`src/rtl/fetch_pkg.sv`:
```
// Shared types and helpers for the instruction-fetch front end.
package fetch_pkg;
   typedef enum logic {
      RUN  = 1'b0,
      HALT = 1'b1
   } state_t;

   localparam int QDEPTH     = 2;
   localparam int INST_BYTES = 4;

   // A fetch is legal when word aligned and inside the instruction memory.
   function automatic logic pc_legal(input logic [63:0] pc, input int unsigned depth);
      return (pc[1:0] == 2'b00) && ((pc >> 2) < 64'(depth));
   endfunction
endpackage

```
`src/rtl/fetch_queue.sv`:
```
// Two-entry in-order FIFO carrying {pc, instruction} pairs toward decode.
module fetch_queue #(
   parameter int W = 96
) (
   input  logic         clk,
   input  logic         rst,
   input  logic         i_push,
   input  logic         i_pop,
   input  logic         i_flush,
   input  logic [W-1:0] i_data,
   output logic [W-1:0] o_data,
   output logic [1:0]   o_count,
   output logic         o_empty,
   output logic         o_full
);
   import fetch_pkg::*;

   logic [W-1:0] r_mem [QDEPTH];
   logic         r_rd;
   logic         r_wr;
   logic [1:0]   r_count;

   always_ff @(posedge clk or posedge rst) begin
      if (rst) begin
         r_mem[0] <= '0;
         r_mem[1] <= '0;
         r_rd     <= 1'b0;
         r_wr     <= 1'b0;
         r_count  <= 2'd0;
      end else if (i_flush) begin
         r_rd    <= 1'b0;
         r_wr    <= 1'b0;
         r_count <= 2'd0;
      end else begin
         if (i_push) begin
            r_mem[r_wr] <= i_data;
            r_wr        <= ~r_wr;
         end
         if (i_pop)
            r_rd <= ~r_rd;
         r_count <= r_count + {1'b0, i_push} - {1'b0, i_pop};
      end
   end

   assign o_data  = r_mem[r_rd];
   assign o_count = r_count;
   assign o_empty = (r_count == 2'd0);
   assign o_full  = (r_count == 2'(QDEPTH));
endmodule

```
`src/rtl/inst_fetch.sv`:
```
// Instruction-fetch front end: PC, memory address generation, redirect and
// fault handling, feeding a two-entry queue toward decode.
module inst_fetch #(
   parameter int                width    = 32,
   parameter int                depth    = 80,
   parameter int                adr_in   = 64,
   parameter logic [adr_in-1:0] reset_pc = '0
) (
   input  logic              clk,
   input  logic              rst,
   output logic [adr_in-1:0] read_adr,
   input  logic [width-1:0]  instruction,
   input  logic              redirect_valid,
   input  logic [adr_in-1:0] redirect_pc,
   output logic              out_valid,
   input  logic              out_ready,
   output logic [width-1:0]  out_inst,
   output logic [adr_in-1:0] out_pc,
   output logic              fault
);
   import fetch_pkg::*;

   localparam int QW = adr_in + width;

   state_t            r_state;
   logic [adr_in-1:0] r_pc;
   logic              r_fault;

   logic          w_pop;
   logic          w_space;
   logic          w_legal;
   logic          w_push;
   logic [QW-1:0] w_q_out;
   logic [1:0]    w_count;
   logic          w_empty;
   logic          w_full;

   assign w_pop   = out_valid && out_ready;
   assign w_space = (w_count < 2'(QDEPTH)) || w_pop;
   assign w_legal = pc_legal(64'(r_pc), depth);
   assign w_push  = !redirect_valid && (r_state == RUN) && w_space && w_legal
                    && (!w_full || w_pop);

   fetch_queue #(.W(QW)) u_queue (
      .clk     (clk),
      .rst     (rst),
      .i_push  (w_push),
      .i_pop   (w_pop && !redirect_valid),
      .i_flush (redirect_valid),
      .i_data  ({r_pc, instruction}),
      .o_data  (w_q_out),
      .o_count (w_count),
      .o_empty (w_empty),
      .o_full  (w_full)
   );

   // Redirect dominates everything, including leaving HALT.
   always_ff @(posedge clk or posedge rst) begin
      if (rst) begin
         r_pc    <= reset_pc;
         r_fault <= 1'b0;
         r_state <= RUN;
      end else if (redirect_valid) begin
         r_pc    <= redirect_pc;
         r_fault <= 1'b0;
         r_state <= RUN;
      end else if ((r_state == RUN) && w_space) begin
         if (w_legal) begin
            r_pc <= r_pc + adr_in'(INST_BYTES);
         end else begin
            r_fault <= 1'b1;
            r_state <= HALT;
         end
      end
   end

   assign read_adr  = r_pc >> 2;
   assign out_valid = !w_empty;
   assign out_pc    = w_q_out[QW-1:width];
   assign out_inst  = w_q_out[width-1:0];
   assign fault     = r_fault;
endmodule

```
`config.mk`:
```
export PLATFORM = sky130hd
export DESIGN_NAME = inst_fetch
export DESIGN_NICKNAME = d
export VERILOG_FILES = /design/src/rtl/fetch_pkg.sv /design/src/rtl/fetch_queue.sv /design/src/rtl/inst_fetch.sv
export SDC_FILE = /design/constraint.sdc
export NUM_CORES = 1
export LEC_CHECK = 0
export ABC_AREA = 1
export CAP_MARGIN = 20
export CORE_MARGIN = 1
export CORE_UTILIZATION = 37
export DETAILED_ROUTE_END_ITERATION = 10
export DONT_BUFFER_PORTS = 1
export PLACE_DENSITY = 0.56
export SLEW_MARGIN = 20
export SYNTH_ARGS = -nofsm -noshare
export SYNTH_HDL_FRONTEND = slang
export SYNTH_SLANG_ARGS = --single-unit
```
`constraint.sdc`:
```
create_clock -name clk -period 9.4 [get_ports clk]
set_input_delay 1.88 -clock clk [delete_from_list [all_inputs] [get_ports clk]]
set_output_delay 1.88 -clock clk [all_outputs]
set_load 0.01 [all_outputs]
```
==> results.py <==
metrics = {
    "status": {
        "status": "finished clean",
    },
    "grt": {
        "overflow": 0,
        "grt_usage_pct": 16.5,
        "grt_pass1_wl_um": 42000,
        "grt_max_degree": 135,
        "antenna_found_initial": 0,
        "grt_pass1_vias": 7872,
    },
    "clock_network": {
        "clock_sinks": 261,
        "cts_resized": 0,
        "cts_max_level": 1,
        "clockBufferDepth": 3,
        "postCtsSetupBuffers": 0,
        "cts_tree": "built",
        "insertion_delay_ns": 0.54,
        "hold_buffers": 0,
        "clk_pin_slew_ns": 0.06,
        "cts_buffers": 29,
        "cts-root-buf": "clkbuf_16",
    },
    "routing": {
        "drt_wl_total_um": 26600,
        "detail-route-antenna-nets": 0,
        "drc": 0,
        "firstDrtPassIters": 5,
        "num_vias": 8241,
        "routed_via_density": 4.75,
        "wl_per_cell_um": 15.3,
        "drt-initial-drc-count": 554,
    },
    "sta": {
        "drv_slew": 0,
        "clock.fmax_mhz": 213,
        "relSlewSlack_pct": 30.6,
        "period_minus_slack_ns": 4.70,
        "rsz0062_at_grt": "false",
        "setup_violations": 0,
        "hold_viol": 0,
        "period_share_pct": 50.0,
        "clock-skew-final_ns": 0.00763,
        "tns_ns": 0,
        "worst_pin_slew_ns": 1.04,
    },
    "layout": {
        "syn2layout_area_growth_pct": 6.78,
        "num_antenna_cells": 0,
        "design_area_mm2": 0.0123,
        "final_nets": 1420,
        "drive_gt1_share_pct": 5.38,
        "post-route-util_pct": 40.2,
    },
    "synth": {
        "synth-simple-area-share_pct": 28.1,
        "synth_area_mm2": 0.0115,
        "yosys_register_bits": 261,
        "synth_top_family_by_area": "simple AND/OR/NAND/NOR gates",
        "synth_cells": 1419,
        "synth.largest_area_cell": "dfrtp_1",
        "synth.avg_cell_area_um2": 8.14,
        "yosysUniqueCellTypes": 26,
        "seq_area_frac_synth_pct": 56.6,
        "synth_top_area_share_pct": 56.6,
        "synth_warnings": 0,
        "synth_xor_area_share_pct": 0.303,
        "synth_compound_area_share_pct": 3.08,
        "synthMuxAreaShare_pct": 0,
        "synth_adder_area_share_pct": 0.325,
        "synthTopCellsByArea": "dfrtp_1 (57%), nand2_1 (16%), nand3_1 (6.3%)",
    },
    "run": {
        "max_cap_violations": 0,
    },
    "floorplanning": {
        "dieWidth_um": 179,
        "die_h_um": 179,
        "core-area_mm2": 0.0307,
        "die_area_mm2": 0.0319,
        "pin_count": 262,
        "initial_utilization_pct": 37.6,
        "rows": 64,
    },
    "setup_path": {
        "critical_path_class": "register to output port",
        "critPathMaxFanout": 111,
        "critPathLaunchType": "register",
        "worst_ep_arrival_time_ns": 2.82,
        "required_ns": 7.52,
        "r2r_slack_ns": 6.62,
        "reg2reg_from": "r_pc[30]",
        "reg2reg_to": "u_queue.r_mem[88]",
        "ff2ff_path_depth": 9,
        "worstSetupEndpointType": "output port",
    },
    "hold_path": {
        "min_to": "r_pc[1]",
        "hold_class": "register to register",
        "min_from": "r_pc[1]",
        "hold_depth": 2,
    },
    "placed_design": {
        "io_buffers": 0,
        "place_congestion": 0.773,
        "dp_hpwl_um": 16500,
        "placed_cell_area_mm2": 0.0113,
    },
    "power": {
        "total_power_w": 0.00248,
        "power-per-cell-area_mw_per_mm2": 201,
        "p_leak_nw": 6.63,
        "ir_drop_uv": 133,
    },
}
==> layer usage <==
| metal | share of wire (%) | global-route usage (%) | vias to the layer above |
|---|---|---|---|
| met2 | 45 | 25.2 | 249 |
| met1 | 44 | 21.8 | 3880 |
| met4 | 3.5 | 6.46 | 0 |
| met5 | 0 | 0 | - |
| met3 | 7.6 | 5.09 | 61 |
| li1 | - | - | 4051 |
==> metrics by stage <==
stage                     setup slack (ns)  hold slack [ns]  cells
final                                 4.70            0.475   1734
after global routing                  4.41            0.493   1734
after CTS                             4.64            0.475   1734
after detailed placement              5.23            0.460   1682
after global placement                5.26            0.457   1682
after floorplan                      0.336            0.443   1420
==> report_power, final <==
group / switching (W) / leakage [nW] / internal [W]
Sequential: 0.0000462 / 2.93 / 0.00115
Combinational: 0.0000509 / 3.19 / 0.0000238
Clock: 0.000455 / 0.514 / 0.000759
==> placed cells by master (no fill, tap or decap), types with 2 or more instances in the layout <==
cell type	n
clkbuf_1	3
dfrtp_1	260
clkinv_2	8
nand2_1	500
o21ai_0	61
nor2_1	158
inv_2	4
clkbuf_8	4
xnor2_1	3
o31ai_1	2
clkbuf_16	29
a21oi_1	2
buf_4	9
inv_1	125
bufinv_16	6
ha_1	3
conb_1	2
nand3_1	144
==> kinds of logic after synthesis <==
| logic type | count (synthesis) |
|---|---|
| AO/OA/AOI/OAI | 67 |
| XOR/XNOR | 4 |
| adder cells (fa/ha/maj) | 3 |
| buffers and inverters | 274 |
| flip-flops | 261 |
| other | 1 |
| AND/OR/NAND/NOR | 809 |
==> synthesized netlist by cell type (all sizes together) <==
| cell type | instances |
|---|---|
| nand2 | 501 |
| dfrtp | 261 |
| nor2 | 160 |
| nand3 | 145 |
| inv | 129 |
| buf | 93 |
| o21ai | 61 |
| clkbuf | 51 |
| a21oi | 3 |
| ha | 3 |
| xnor2 | 3 |
| nand4 | 2 |
| o31ai | 2 |
| a31o | 1 |
| clkinv | 1 |
| conb | 1 |
| or2 | 1 |
| xor2 | 1 |
==> worst max-delay path: stages (launching register included) <==
cell     delay (ns)
dfrtp_4        0.74
buf_4          0.80
inv_1          0.17
buf_4          0.31
nand2_1        0.10
nand2_1        0.10
==> worst max-delay path by stage <==
| stage | start | endpoint | slack, ns | cells after the start |
|---|---|---|---|---|
| finish | u_queue.r_rd | out_inst[22] | 4.70 | 5 |
| global route | u_queue.r_rd | out_inst[20] | 4.41 | 5 |
| CTS | u_queue.r_rd | out_inst[4] | 4.64 | 5 |
| detailed placement | u_queue.r_rd | out_inst[22] | 5.23 | 5 |
| global placement | u_queue.r_rd | out_inst[21] | 5.26 | 5 |
| floorplan | rst | fault | 0.34 | 1 |
==> layout make-up <==
class / count / area, um^2
clock inverter: 16 / 238
fill: 3162 / 18300
tap: 396 / 495
timing repair buffer: 10 / 87.6
sequential: 261 / 6540
inverter: 130 / 495
clock buffer: 36 / 792
multi-input combinational: 885 / 3680
==> registers in the layout, summed over array words and instances (netlist names) <==
signal	flops
fault	1
r_pc	64
u_queue.o_count	2
u_queue.r_mem	192
u_queue.r_rd	1
u_queue.r_wr	1
(Power assumes the default switching activity.)
